$ cat src/rtl/seg7_scan_ctrl.sv
// Four-digit common-anode seven-segment scan controller with blanking gaps and a
// double-buffered display value. Define SEG7_LEADING_ZERO_BLANK_EN to blank leading zeros.
module seg7_scan_ctrl #(
  parameter int unsigned DIGIT_CYCLES = 50000,
  parameter int unsigned BLANK_CYCLES = 1000
) (
  input  logic        clk,
  input  logic        rst_n,
  input  logic        wr_en,
  input  logic [15:0] wr_data,
  input  logic [3:0]  wr_dp,
  output logic        wr_ready,
  input  logic [3:0]  digit_en,
  output logic [3:0]  AN,
  output logic [6:0]  seg,
  output logic        seg_P,
  output logic        frame_tick
);

  localparam int unsigned MaxCycles = (DIGIT_CYCLES > BLANK_CYCLES) ? DIGIT_CYCLES : BLANK_CYCLES;
  localparam int unsigned CntW      = (MaxCycles > 1) ? $clog2(MaxCycles) : 1;
  localparam logic [CntW-1:0] BlankLast = CntW'(BLANK_CYCLES - 1);
  localparam logic [CntW-1:0] DriveLast = CntW'(DIGIT_CYCLES - 1);

  typedef enum logic {StBlank, StDrive} state_e;

  state_e          r_state, w_state_d;
  logic [1:0]      r_digit, w_digit_d;
  logic [CntW-1:0] r_cnt, w_cnt_d;

  logic [15:0] r_active, r_shadow;
  logic [3:0]  r_active_dp, r_shadow_dp;
  logic        r_pending, r_wr_ready, r_frame_tick;
  logic [3:0]  r_an, w_an_d;
  logic [6:0]  r_seg, w_seg_d;
  logic        r_seg_p, w_seg_p_d;

  logic        w_boundary, w_accept, w_show, w_dp_bit;
  logic [15:0] w_shifted;
  logic [3:0]  w_nib;

  function automatic logic [6:0] hex_to_seg(input logic [3:0] n);
    logic [6:0] s;
    unique case (n)
      4'h0: s = 7'b1000000;
      4'h1: s = 7'b1111001;
      4'h2: s = 7'b0100100;
      4'h3: s = 7'b0110000;
      4'h4: s = 7'b0011001;
      4'h5: s = 7'b0010010;
      4'h6: s = 7'b0000010;
      4'h7: s = 7'b1111000;
      4'h8: s = 7'b0000000;
      4'h9: s = 7'b0010000;
      4'hA: s = 7'b0001000;
      4'hB: s = 7'b0000011;
      4'hC: s = 7'b1000110;
      4'hD: s = 7'b0100001;
      4'hE: s = 7'b0000110;
      4'hF: s = 7'b0001110;
    endcase
    return s;
  endfunction

  assign w_boundary = (r_state == StDrive) && (r_digit == 2'd3) && (r_cnt == DriveLast);
  assign w_accept   = wr_en & r_wr_ready;

  always_comb begin
    w_state_d = r_state;
    w_digit_d = r_digit;
    w_cnt_d   = r_cnt + 1'b1;
    unique case (r_state)
      StBlank: if (r_cnt == BlankLast) begin
        w_state_d = StDrive;
        w_cnt_d   = '0;
      end
      StDrive: if (r_cnt == DriveLast) begin
        w_state_d = StBlank;
        w_digit_d = r_digit + 2'd1;
        w_cnt_d   = '0;
      end
      default: w_state_d = StBlank;
    endcase
  end

  // Outputs are registered, so decode for the slot being entered, not the current one.
  assign w_shifted = r_active >> {w_digit_d, 2'b00};
  assign w_nib     = w_shifted[3:0];
  assign w_dp_bit  = r_active_dp[w_digit_d];

`ifdef SEG7_LEADING_ZERO_BLANK_EN
  assign w_show = digit_en[w_digit_d] & ((w_digit_d == 2'd0) | (w_shifted != 16'h0) | w_dp_bit);
`else
  assign w_show = digit_en[w_digit_d];
`endif

  always_comb begin
    w_an_d    = 4'hF;
    w_seg_d   = 7'h7F;
    w_seg_p_d = 1'b1;
    if (w_state_d == StDrive) begin
      if (w_show) w_an_d = ~(4'b0001 << w_digit_d);
      w_seg_d   = hex_to_seg(w_nib);
      w_seg_p_d = ~w_dp_bit;
    end
  end

  always_ff @(posedge clk or negedge rst_n) begin
    if (!rst_n) begin
      r_state      <= StBlank;
      r_digit      <= 2'd0;
      r_cnt        <= '0;
      r_active     <= 16'h0;
      r_active_dp  <= 4'h0;
      r_shadow     <= 16'h0;
      r_shadow_dp  <= 4'h0;
      r_pending    <= 1'b0;
      r_wr_ready   <= 1'b1;
      r_frame_tick <= 1'b0;
      r_an         <= 4'hF;
      r_seg        <= 7'h7F;
      r_seg_p      <= 1'b1;
    end else begin
      r_state      <= w_state_d;
      r_digit      <= w_digit_d;
      r_cnt        <= w_cnt_d;
      r_an         <= w_an_d;
      r_seg        <= w_seg_d;
      r_seg_p      <= w_seg_p_d;
      r_frame_tick <= w_boundary;
      r_wr_ready   <= ~r_pending;
      if (w_boundary && r_pending) begin
        r_active    <= r_shadow;
        r_active_dp <= r_shadow_dp;
      end
      // A write on the boundary cycle lands in the shadow and waits a full frame.
      if (w_accept) begin
        r_shadow    <= wr_data;
        r_shadow_dp <= wr_dp;
        r_pending   <= 1'b1;
      end else if (w_boundary) begin
        r_pending   <= 1'b0;
      end
    end
  end

  assign wr_ready   = r_wr_ready;
  assign frame_tick = r_frame_tick;
  assign AN         = r_an;
  assign seg        = r_seg;
  assign seg_P      = r_seg_p;

endmodule

$ cat config.mk
export PLATFORM = sky130hd
export DESIGN_NAME = seg7_scan_ctrl
export DESIGN_NICKNAME = d
export VERILOG_FILES = /design/src/rtl/seg7_scan_ctrl.sv
export SDC_FILE = /design/constraint.sdc
export NUM_CORES = 1
export LEC_CHECK = 0
export BUFFER_PORTS_ARGS = -buffer_cell sky130_fd_sc_hd__buf_2
export CAP_MARGIN = 20
export CORE_ASPECT_RATIO = 0.75
export CORE_MARGIN = 4
export CORE_UTILIZATION = 52
export CTS_CLUSTER_SIZE = 28
export DETAILED_ROUTE_END_ITERATION = 10
export GPL_TIMING_DRIVEN = 0
export MAX_ROUTING_LAYER = met4
export PLACE_DENSITY = 0.72
export SLEW_MARGIN = 20
export SYNTH_ARGS = -nofsm -noshare
export SYNTH_HDL_FRONTEND = slang
export SYNTH_SLANG_ARGS = --single-unit
$ cat constraint.sdc
create_clock -name clk -period 6.31 [get_ports clk]
set_input_delay 0.3155 -clock clk [delete_from_list [all_inputs] [get_ports clk]]
set_output_delay 0.3155 -clock clk [all_outputs]
set_load 0.02 [all_outputs]
; ---- After elaboration in Yosys (flattened, before gate mapping)
; Memory sizes are Yosys's and may differ from the RTL's.
; Index checks and enable logic that the tools add are counted.
[word_totals]
regBits = 74
rom_bits = 112
input_bits = 27
word_cells = 49
mem_count = 1
[mem_list]
columns = memory, depth, word_bits, read_ports, rd_clocked_by_memory_dff, write_ports, line
row1 = (no name shown), 16, 7, 1, 0, 0, 44  ; unique case (n)
[classes]
add_sub_neg = 2
order_cmp = 1
eq_ne = 3
shifts = 2
mux = 18
bitwise_logic = 5
n_reduce_logical = 4
[ops]
columns = operator, count
row1 = two-way mux 16 bit, 2
row2 = one-hot mux 16 bit (2 select lines), 1
row3 = adder 16 x 1 -> 16 bit (second input constant), 1
row4 = == test 16 x 10 -> 1 bit (second input constant), 1
row5 = == test 16 bit (second input constant), 1
row6 = right shift 16 x 4 -> 4 bit, 1
row7 = two-way mux 4 bit, 2
row8 = two-way mux 1 bit, 7
row9 = two-way mux 7 bit, 1
row10 = binary-select mux 1 bit (select 2 bit), 2
row11 = two-way mux 2 bit, 2
row12 = NOT 4 bit, 1
row13 = << shifter 1 x 2 -> 4 bit (first input constant), 1
row14 = logical AND 1 bit, 3
row15 = < comparator 2 x 3 -> 1 bit (second input constant), 1
row16 = NOT 1 bit, 3
row17 = adder 2 x 1 -> 2 bit (second input constant), 1
row18 = == test 2 bit (second input constant), 1
row19 = one-hot mux 1 bit (2 select lines), 1
row20 = nonzero test 2 bit, 1
row21 = bitwise AND 1 bit, 1

; ---- Depth between registers and ports, before layout
; Gate-level depths: netlist of run 1.
[depth]
depth_word = 7
depth_mapped = 12

; ---- Least setup slack after synthesis of run 1
; Ideal clock, no wire load.
[synth_path]
path_type = reg2reg
start = register r_cnt[0]
end = register r_seg[3] (netlist: seg[3])
setup_time_ps = 81
arrival_ps = 2624
slack_ps = 3604
path_stages_with_launch = 13
synth_period_minus_slack_ps = 2706
cell_sequence = dfrtp_1 ha_1 nand3_1 nor4b_2 and2_4 buf_12 buf_4 mux2i_1 ha_1 nand2_1 o21ai_0 or3_1 o211ai_1
[synth_between]
elab_chain_len = 6
elab_cells_between_ends = 10
classes_between = eq/ne: 2 / shift: 1 / mux: 6 / memory: 1
[synth_lines]
columns = element, line
row1 = start: declaration, 29  ; logic [CntW-1:0] r_cnt, w_cnt_d;
row2 = start signal: assignment, 126  ; r_cnt <= w_cnt_d;
row3 = == test 16 bit, 77  ; StDrive: if (r_cnt == DriveLast) begin
row4 = two-way mux 2 bit, 77
row5 = two-way mux 2 bit, 72  ; unique case (r_state)
row6 = right shift 16 x 4 -> 4 bit, 87  ; assign w_shifted = r_active >> {w_digit_d, 2'b00};
row7 = memory (16 x 7 bit), -
row8 = two-way mux 7 bit (*), 101  ; if (w_state_d == StDrive) begin
row9 = via w_seg_d[3], 35  ; logic [6:0] r_seg, w_seg_d;
row10 = end signal: assignment, 128  ; r_seg <= w_seg_d;
row11 = end: declaration, 35
; Mark *: on every way through the listed nets, which the timed path passes. The rest lies on a longest branch.
; A chain may end at the register's enable or synchronous reset.

; ---- Worst setup path in the final report of run 1
; Ends and elaborated chain as after synthesis.

==> flow_metrics.env, run 1 <==
export IMPL_yosysSeqAreaShare=0.543
export IMPL_routed_via_density=5.40
export IMPL_postSynth_topFlopCell="dfrtp_1"
export IMPL_starting_density_of_the_core=0.542
export IMPL_grt_usage=0.173
export IMPL_power_frac_seq=0.503
export IMPL_power_leakage_nw=1.91
export IMPL_postLayoutCoreUtil=0.635
export IMPL_layout_area_overhead_vs_synth_pct=17.2
export IMPL_clock_tree_root_cell="clkbuf_8"
export IMPL_swShare=0.205
export IMPL_share_clk_of_total_power=0.477
export IMPL_design_final_nets=346
export IMPL_slew_viol_final=0
export IMPL_core_area_sq_mm=0.00635
export IMPL_hold_viol_final=0
export IMPL_synthDominantAreaCellType="dfrtp_1"
export IMPL_cts_buffers_inserted=9
export IMPL_cts_num_sinks=74
export IMPL_finalNonFillerCells=397
export IMPL_critical_path_peak_fanout=10
export IMPL_wl_per_cell_um=15.0
export IMPL_synth_top_area_cells="dfrtp_1 44%, mux2_2 13%, dfstp_2 9.9%"
export IMPL_final_setup_skew_ns=0.0119
export IMPL_maxSlewHeadroom=0.596
export IMPL_report_power_total_mw=0.942
export IMPL_postCtsResizedCells=0
export IMPL_layout_drive_gt1_share=0.411
export IMPL_chipHeight_um=78.4
export IMPL_post_cts_setup_buffers=0
export IMPL_gr_usage_met3=0.0577
export IMPL_synthesis_area_sq_mm=0.00344
export IMPL_post_synth_cell_area_avg_sq_um=13.3
export IMPL_wire_length_of_the_first_global_routing_pass_um=10400
export IMPL_via_count=2145
export IMPL_share_comb_of_total_power=0.020
export IMPL_placement_rows=25
export IMPL_detail_route_drc_violations=0
export IMPL_setup_worst_path_start_class="flip-flop"
export IMPL_drt_wl_total_um=5950
export IMPL_buffer_ports_inserted=40
export IMPL_path_class="reg2reg"
export IMPL_p_per_area_mw_per_mm2=234
export IMPL_top_level_ports=41
export IMPL_maxCapViolCount=0
export IMPL_synthCells=258
export IMPL_yosys_register_bits=74
export IMPL_grt_setup_unrepaired="no"
export IMPL_detail_route_iter0_violations=84
export IMPL_cts_htree_levels=3
export IMPL_clk_transition_reported_paths_ns=0.08
export IMPL_period_needed_ns=3.20
export IMPL_intPower_mw=0.749
export IMPL_drt_pre_antenna_iters=4
export IMPL_place_inst=380
export IMPL_holdBufCountCts=1
export IMPL_placed_area_sq_mm=0.00377
export IMPL_die_width_um=102
export IMPL_total_nets_after_synthesis=293
export IMPL_max_freq_mhz=313
export IMPL_number_of_antenna_violations_at_the_first_check_in_global_routing=0
export IMPL_timing_final_setup_violations=0
export IMPL_ir_drop_worst_case_vdd_v=0.000169
export IMPL_detailedPlacementHpwl_um=4390
export IMPL_grt_max_degree=56
export IMPL_cp_end_kind="flip-flop"
export IMPL_yosys_warnings=0
export IMPL_nFillCells=514
export IMPL_synthArstFlopShare=1.00
export IMPL_synth_enable_flop_cells=0
export IMPL_n_antenna_cell=0
export IMPL_critPathRequiredTime_ns=6.57
export IMPL_global_route_met1_utilization=0.244
export IMPL_busiest_layer="met1"
export IMPL_worst_margin_slew_ns=0.606
export IMPL_hold_ws_ns=0.105
export IMPL_total_switching_power_mw=0.193
export IMPL_fin_setup_tns_ns=0
export IMPL_clock_tree_buffer_depth=2
export IMPL_clock_insertion_delay_worst_skew_ns=0.35
export IMPL_yosys_area_top_type_share=0.444
export IMPL_gpl_final_weighted_congestion=0.834
export IMPL_grt_util_met2=0.239
export IMPL_global_route_overflow_total=0
export IMPL_final_setup_worst_slack_ns=3.11
export IMPL_place_worst_setup_slack_ns=3.11
export IMPL_tritoncts="built"
export IMPL_first_global_vias=2145
export IMPL_period_share=0.507
export IMPL_postLayoutCellArea_sq_mm=0.00403
export IMPL_hold_path_class="in2reg"
export IMPL_antenna_left=0
export IMPL_synthDistinctLibCells=44
export IMPL_worst_endpoint_arrival_ns=3.46
export IMPL_die_area_sq_mm=0.00799
export IMPL_status="completed"
Yosys cell counts (3+ instances only):
library cell   n
dfrtp_1       61
mux2_2        41
nor2_1        15
nand2_1       14
dfstp_2       13
nand3_1       11
xor2_1        10
ha_1           8
inv_1          8
mux4_2         8
clkbuf_1       6
mux2i_1        6
o21ai_0        6
nor3_1         5
and3_1         4
nor2b_1        4
xnor2_1        4
o211ai_1       3
power groups by stage:
stage	Clock [mW]	Sequential, mW	Combinational, mW
5_1_grt	0.480	0.474	0.0221
4_1_cts	0.461	0.474	0.0199
2_1_floorplan	0	0.483	0.000172
3_3_place_gp	0	0.483	0.0167
6_report	0.449	0.474	0.0189
3_5_place_dp	0	0.483	0.0193
state kept, by name, indices dropped and copies added, names as in the netlist:
signal       cells
r_cnt           16
seg              7
frame_tick       1
r_active_dp      4
wr_ready         1
r_digit          2
r_shadow        16
AN               4
seg_P            1
r_pending        1
r_active        16
r_state          1
r_shadow_dp      4
cell type report:
| type | instances | area, sq um | area share |
|---|---|---|---|
| clock buffers | 9 | 124 | 0.0307 |
| plain buffers | 9 | 61.3 | 0.0152 |
| repair buffers | 42 | 240 | 0.0596 |
| well taps | 81 | 101 | 0.0251 |
| inverters | 8 | 30.0 | 0.00745 |
| multi-input cells | 167 | 1480 | 0.367 |
| clock inverters | 7 | 125 | 0.0310 |
| flip-flops and latches | 74 | 1870 | 0.464 |
worst paths after layout:
kind | start | endpoint | slack, ns | cells after the start
worst max-delay path | r_cnt[0] | seg[3] | 3.11 | 12
worst min-delay path | digit_en[3] | AN[3] | 0.11 | 2
worst max register to register | r_cnt[0] | seg[3] | 3.11 | 12
worst min register to register | r_pending | wr_ready | 0.40 | 1
max in group asynchronous | rst_n | wr_ready | 5.34 | 3
min in group asynchronous | rst_n | r_cnt[3] | 0.38 | 2
layout by cell type, fill, tap and decap left out, types with 2 or more instances in the layout:
cell / synthesis / layout
a31oi_1: 2 / 2
and3_1: 4 / 4
buf_2: 0 / 39
buf_4: 1 / 2
bufinv_16: 0 / 3
clkbuf_1: 6 / 6
clkbuf_8: 0 / 9
clkinv_4: 0 / 2
dfrtp_1: 61 / 61
dfstp_2: 13 / 13
ha_1: 8 / 8
inv_1: 8 / 8
inv_6: 0 / 2
mux2_2: 41 / 41
mux2i_1: 6 / 6
mux4_2: 8 / 8
nand2_1: 14 / 14
nand2b_1: 2 / 2
nand3_1: 11 / 11
nand4b_1: 2 / 2
nor2_1: 15 / 15
nor2b_1: 4 / 4
nor3_1: 5 / 5
nor4_1: 2 / 2
o211ai_1: 3 / 3
o21ai_0: 6 / 6
o221ai_1: 2 / 2
xnor2_1: 4 / 4
xor2_1: 10 / 10
per-layer routing:
| layer | routed length, um | part of all wire | vias to the layer above |
|---|---|---|---|
| met3 | 280 | 0.047 | 12 |
| met5 | 0 | 0 | - |
| met2 | 2630 | 0.44 | 47 |
| met4 | 80 | 0.013 | 0 |
| met1 | 2960 | 0.50 | 1059 |
| li1 | - | - | 1027 |
kinds of logic after synthesis:
logic type,after synthesis,synth area share
and+or+nand+nor,68,0.108
DFF,74,0.543
buffers and inverters,17,0.0266
muxes,56,0.208
AOI/OAI and AO/OA,20,0.0407
xor gates and xnor gates,15,0.0437
adders and majority gates,8,0.0291
critical path, cell delays in order, from the launching register on:
cell      delay, ns
dfrtp_1        0.37
ha_1           0.20
nand3_1        0.14
nor4b_2        0.51
and2_4         0.24
buf_12         0.13
buf_4          0.17
mux2i_1        0.44
ha_1           0.34
nand2_1        0.07
o21ai_0        0.08
or3_1          0.31
o211ai_1       0.11
No activity file was read; power rests on OpenSTA's default activity.
==> run 2, diff against run 1 <==
--- a/config.mk
+++ b/config.mk
@@ -14,7 +14,7 @@
 export DETAILED_ROUTE_END_ITERATION = 10
 export GPL_TIMING_DRIVEN = 0
 export MAX_ROUTING_LAYER = met4
-export PLACE_DENSITY = 0.72
+export PLACE_DENSITY = 0.75
 export SLEW_MARGIN = 20
 export SYNTH_ARGS = -nofsm -noshare
 export SYNTH_HDL_FRONTEND = slang
==> constraint.sdc (replaced) <==
create_clock -name clk -period 2.9 [get_ports clk]
set_input_delay 0.145 -clock clk [delete_from_list [all_inputs] [get_ports clk]]
set_output_delay 0.145 -clock clk [all_outputs]
set_load 0.02 [all_outputs]
==> flow_metrics.env, run 2 (same netlist as run 1, synthesis figures left out) <==
export IMPL_status="completed"
export IMPL_layout_cells_most_common_list="61 x dfrtp_1, 41 x mux2_2, 39 x buf_2, 15 x nor2_1"
export IMPL_critPathMostFrequentCell="buf_12"
export IMPL_first_global_vias=2272
export IMPL_setup_worst_path_start_class="flip-flop"
export IMPL_largest_registers_in_the_final_layout="r_active (16), r_cnt (16), r_shadow (16)"
export IMPL_number_of_antenna_violations_at_the_first_check_in_global_routing=0
export IMPL_p_per_area_mw_per_mm2=433
export IMPL_maxSlewHeadroom=0.581
export IMPL_total_switching_power_mw=0.440
export IMPL_most_common_library_cell_in_the_layout_ignoring_fill_and_taps="dfrtp_1"
export IMPL_wire_length_of_the_first_global_routing_pass_um=11300
export IMPL_cts_num_sinks=74
export IMPL_grt_max_degree=53
export IMPL_top_level_ports=41
export IMPL_share_clk_of_total_power=0.405
export IMPL_gr_usage_met3=0.0497
export IMPL_placement_rows=25
export IMPL_cp_end_kind="flip-flop"
export IMPL_clock_tree_buffer_depth=2
export IMPL_core_area_sq_mm=0.00635
export IMPL_max_freq_mhz=350
export IMPL_reg2reg_setup_slack_ns=0.05
export IMPL_critPathRequiredTime_ns=3.17
export IMPL_period_share=0.984
export IMPL_detailedPlacementHpwl_um=4630
export IMPL_place_inst=380
export IMPL_intPower_mw=1.38
export IMPL_crit_reg2reg_capture="seg[0]"
export IMPL_worst_endpoint_arrival_ns=3.12
export IMPL_die_area_sq_mm=0.00799
export IMPL_slew_viol_final=0
export IMPL_design_final_nets=366
export IMPL_die_width_um=102
export IMPL_routed_via_density=5.46
export IMPL_hold_viol_final=0
export IMPL_tritoncts="built"
export IMPL_worst_path_buf_inv=4
export IMPL_number_of_cells_on_the_critical_path=12
export IMPL_global_route_overflow_total=0
export IMPL_starting_density_of_the_core=0.542
export IMPL_wl_per_cell_um=16.5
export IMPL_busiest_layer="met1"
export IMPL_ir_drop_worst_case_vdd_v=0.000323
export IMPL_crit_chain="or3_4, nor4_4, and2_4, buf_12, buf_12, mux2i_4, buf_4, inv_1, ha_1, nor3_2, a21oi_1, o31a_1"
export IMPL_period_needed_ns=2.85
export IMPL_r2r_cells=12
export IMPL_cts_htree_levels=3
export IMPL_power_leakage_nw=1.97
export IMPL_finalNonFillerCells=417
export IMPL_critical_path_startpoint="r_cnt[11]"
export IMPL_clk_transition_reported_paths_ns=0.09
export IMPL_drt_pre_antenna_iters=4
export IMPL_critPathSlowestCell="dfrtp_1"
export IMPL_via_count=2278
export IMPL_share_comb_of_total_power=0.029
export IMPL_layout_drive_gt1_share=0.438
export IMPL_path_class="reg2reg"
export IMPL_detail_route_drc_violations=0
export IMPL_nFillCells=473
export IMPL_global_route_met1_utilization=0.267
export IMPL_grt_usage=0.187
export IMPL_grt_util_met2=0.262
export IMPL_chipHeight_um=78.4
export IMPL_layout_area_overhead_vs_synth_pct=22.5
export IMPL_final_setup_worst_slack_ns=0.0462
export IMPL_reg_to_reg_critical_path_startpoint="r_cnt[11]"
export IMPL_n_antenna_cell=0
export IMPL_timing_final_setup_violations=0
export IMPL_worst_path_dominant_cell_family="simple AND/OR/NAND/NOR gates"
export IMPL_final_setup_skew_ns=0.0123
export IMPL_place_worst_setup_slack_ns=-0.113
export IMPL_critical_path_peak_fanout=6
export IMPL_antenna_left=0
export IMPL_clock_insertion_delay_worst_skew_ns=0.35
export IMPL_hold_path_class="in2reg"
export IMPL_power_frac_seq=0.566
export IMPL_drt_wl_total_um=6860
export IMPL_swShare=0.241
export IMPL_cp_slowest_stage_delay_ns=0.43
export IMPL_postLayoutCoreUtil=0.663
export IMPL_maxCapViolCount=0
export IMPL_critical_path_endpoint="seg[0]"
export IMPL_gpl_final_weighted_congestion=0.869
export IMPL_buffer_ports_inserted=40
export IMPL_worst_margin_slew_ns=0.626
export IMPL_cts_buffers_inserted=9
export IMPL_clock_tree_root_cell="clkbuf_8"
export IMPL_report_power_total_mw=1.82
export IMPL_detail_route_iter0_violations=97
run 2: worst register-to-register path, stage by stage, from the launching register on:
cell,delay [ns]
dfrtp_1,0.43
or3_4,0.39
nor4_4,0.32
and2_4,0.21
buf_12,0.10
buf_12,0.12
mux2i_4,0.32
buf_4,0.17
inv_1,0.05
ha_1,0.22
nor3_2,0.19
a21oi_1,0.11
o31a_1,0.15
run 2: how the worst min path moves through the flow:
stage                     endpoint  slack [ns]  depth (start not counted)         from
finish              r_shadow_dp[2]        0.02                          2     wr_dp[2]
global route           r_shadow[2]       0.008                          2   wr_data[2]
CTS                 r_shadow_dp[2]     0.00009                          2     wr_dp[2]
detailed placement       r_cnt[14]        0.06                          1        rst_n
global placement             AN[2]        0.29                          2  digit_en[2]
floorplan               frame_tick       -0.15                          0        rst_n
run 2: layout make-up:
cell class              count  area (sq um)  share of cell area
well taps                  81           101              0.0241
flip-flops and latches     74          1870               0.443
plain buffers               9          73.8              0.0175
multi-input cells         167          1540               0.366
inverters                   8          30.0             0.00713
clock buffers               9           124              0.0294
repair buffers             62           415              0.0986
clock inverters             7          60.1              0.0143
run 2: through the flow:
step / area (sq um) / hold slack, ns / setup TNS, ns
finish: 4210 / 0.0227 / 0
detailed placement: 3770 / 0.0615 / -0.277
global route: 4210 / 0.00823 / -0.0914
floorplan: 3440 / -0.151 / 0
global placement: 3740 / 0.293 / -0.199
CTS: 4070 / 0.0000931 / 0
run 2: power by group through the flow:
stage	Sequential (mW)	Combinational [mW]	Clock, mW
floorplan	1.05	0.000373	0
finish	1.03	0.0521	0.739
CTS	1.03	0.0515	0.765
global route	1.03	0.0607	0.817
detailed placement	1.05	0.0423	0
global placement	1.05	0.0365	0
run 2: per-layer routing:
metal / wire, um / vias to the layer above
met3: 318 / 13
met5: 0 / -
met2: 3160 / 67
li1: - / 1071
met1: 3270 / 1127
met4: 115 / 0
run 2: what timing repair did:
action	CTS	global route
gates cloned	0	0
hold buffers	9	2
buffers inserted	0	10
resized for setup	5	10
endpoints found under the setup margin	4	5
pin swaps	0	6
hold endpoints to repair	30	2
==> run 3, diff against run 2 <==
--- a/config.mk
+++ b/config.mk
@@ -5,6 +5,7 @@
 export SDC_FILE = /design/constraint.sdc
 export NUM_CORES = 1
 export LEC_CHECK = 0
+export ABC_AREA = 1
 export BUFFER_PORTS_ARGS = -buffer_cell sky130_fd_sc_hd__buf_2
 export CAP_MARGIN = 20
 export CORE_ASPECT_RATIO = 0.75
==> flow_metrics.env, run 3 <==
export IMPL_design_final_nets=478
export IMPL_synthesis_area_sq_mm=0.00370
export IMPL_top_level_ports=41
export IMPL_routed_via_density=5.06
export IMPL_layout_cells_most_common_list="74 x nand2_1, 61 x dfrtp_1, 41 x inv_1, 41 x buf_2, 38 x nor2_1"
export IMPL_buffer_ports_inserted=40
export IMPL_fin_setup_tns_ns=0
export IMPL_cp_end_kind="flip-flop"
export IMPL_critical_path_peak_fanout=10
export IMPL_first_global_vias=2754
export IMPL_post_synth_cell_area_avg_sq_um=9.48
export IMPL_setup_worst_path_start_class="flip-flop"
export IMPL_global_route_overflow_total=0
export IMPL_place_inst=529
export IMPL_die_width_um=105
export IMPL_grt_max_degree=50
export IMPL_drt_pre_antenna_iters=5
export IMPL_antenna_left=0
export IMPL_yosys_area_top_type_share=0.413
export IMPL_core_area_sq_mm=0.00686
export IMPL_detail_route_iter0_violations=133
export IMPL_status="completed"
export IMPL_number_of_antenna_violations_at_the_first_check_in_global_routing=0
export IMPL_yosysSeqAreaShare=0.505
export IMPL_layout_drive_gt1_share=0.295
export IMPL_gpl_final_weighted_congestion=0.899
export IMPL_worst_endpoint_arrival_ns=2.78
export IMPL_synth_enable_flop_cells=0
export IMPL_detail_route_drc_violations=0
export IMPL_synth_top_cells_by_count="74 x nand2_1, 61 x dfrtp_1, 41 x inv_1, 38 x nor2_1, 29 x nand3_1"
export IMPL_wire_length_of_the_first_global_routing_pass_um=12800
export IMPL_power_leakage_nw=2.10
export IMPL_yosys_cell_count_top_type="nand2_1"
export IMPL_grt_usage=0.195
export IMPL_chipHeight_um=81.0
export IMPL_period_needed_ns=2.52
export IMPL_synthCells=390
export IMPL_clock_insertion_delay_worst_skew_ns=0.35
export IMPL_synth_top_area_cells="dfrtp_1 41%, dfstp_2 9.2%, nand2_1 7.5%"
export IMPL_die_area_sq_mm=0.00853
export IMPL_synthDominantAreaCellType="dfrtp_1"
export IMPL_total_nets_after_synthesis=425
export IMPL_starting_density_of_the_core=0.538
export IMPL_period_share=0.867
export IMPL_report_power_total_mw=1.88
export IMPL_placement_rows=26
export IMPL_grt_setup_unrepaired="no"
export IMPL_postLayoutCoreUtil=0.621
export IMPL_final_setup_skew_ns=0.00987
export IMPL_via_count=2763
export IMPL_cts_buffers_inserted=9
export IMPL_n_antenna_cell=0
export IMPL_critPathRequiredTime_ns=3.16
export IMPL_path_class="reg2reg"
export IMPL_yosys_register_bits=74
export IMPL_hold_viol_final=0
export IMPL_detailedPlacementHpwl_um=5470
export IMPL_postSynth_topFlopCell="dfrtp_1"
export IMPL_clock_tree_buffer_depth=2
export IMPL_worst_margin_slew_ns=0.574
export IMPL_ir_drop_worst_case_vdd_v=0.000353
export IMPL_drt_wl_total_um=7210
export IMPL_clock_tree_root_cell="clkbuf_8"
export IMPL_nFillCells=582
export IMPL_finalNonFillerCells=546
export IMPL_maxSlewHeadroom=0.618
export IMPL_most_common_library_cell_in_the_layout_ignoring_fill_and_taps="nand2_1"
export IMPL_maxCapViolCount=0
export IMPL_tritoncts="built"
export IMPL_layout_area_overhead_vs_synth_pct=15.3
export IMPL_wl_per_cell_um=13.2
export IMPL_timing_final_setup_violations=0
export IMPL_largest_registers_in_the_final_layout="r_active (16), r_cnt (16), r_shadow (16)"
export IMPL_cts_htree_levels=3
export IMPL_clk_transition_reported_paths_ns=0.09
export IMPL_slew_viol_final=0
export IMPL_cts_num_sinks=74
export IMPL_hold_path_class="in2reg"
export IMPL_max_freq_mhz=398
export IMPL_yosys_warnings=0
export IMPL_p_per_area_mw_per_mm2=442
export IMPL_hold_ws_ns=0.0217
export IMPL_postCtsResizedCells=0
export IMPL_synthArstFlopShare=1.00
export IMPL_synthDistinctLibCells=36
-- run 3: through the flow --
step / setup slack (ns) / area [sq um]
2_1_floorplan: 0.720 / 3700
3_3_place_gp: 0.482 / 4020
3_5_place_dp: 0.425 / 4050
4_1_cts: 0.414 / 4260
5_1_grt: 0.140 / 4260
6_report: 0.384 / 4260
-- run 3: timing repair --
action	4_1_cts	5_1_grt
buffers inserted	0	0
hold buffers	1	0
hold endpoints to repair	25	0
-- run 3: final timing paths --
kind                       startpoint             end  slack (ns)  cells after the start
hold / removal               wr_dp[1]  r_shadow_dp[1]        0.02                      2
max in group asynchronous       rst_n        wr_ready        2.05                      3
hold reg to reg              r_cnt[0]        r_cnt[0]        0.46                      1
setup / recovery            r_cnt[13]          seg[3]        0.38                     16
setup reg to reg            r_cnt[13]          seg[3]        0.38                     16
min in group asynchronous       rst_n        r_cnt[6]        0.25                      2
-- run 3: area by class of cell --
cell class,instances,area (sq um),area share
flip-flops and latches,74,1870,0.438
multi-input cells,261,1580,0.370
repair buffers,42,240,0.0564
inverters,44,165,0.0388
clock buffers,9,124,0.0291
well taps,98,123,0.0288
plain buffers,11,85.1,0.0200
clock inverters,7,77.6,0.0182
-- run 3: cell families (layout without fill, tap and decap cells) --
group / after synthesis / after routing / synth area share
AO/OA/AOI/OAI: 35 / 35 / 0.0521
XOR/XNOR: 2 / 2 / 0.00474
adder cells (fa/ha/maj): 8 / 8 / 0.0271
buffers and inverters: 55 / 113 / 0.0677
flip-flops: 74 / 74 / 0.505
multiplexers: 28 / 28 / 0.0853
AND/OR/NAND/NOR: 188 / 188 / 0.258
-- run 3: per-layer routing --
layer / global-route usage / wire (um)
met4: 0.0747 / 91
met2: 0.300 / 3200
met1: 0.253 / 3530
met5: - / 0
met3: 0.0477 / 400
-- run 3: where the power goes --
part	switching [mW]	internal [mW]
registers	0	1.03
logic	0.0261	0.0180
clock network	0.405	0.403
-- run 3: worst max-delay path: stages (launching register included) --
cell and delay (ns):
dfrtp_1 0.41, nor2_1 0.28, nand3_1 0.11, nor2_1 0.18
nand3_1 0.14, nand2_1 0.08, nand2_1 0.09, buf_2 0.20
nand2_1 0.07, nand3_1 0.10, nand2_2 0.15, inv_1 0.10
ha_1 0.20, nand3_1 0.11, nand2_1 0.07, nand2_1 0.07
nand3_1 0.08
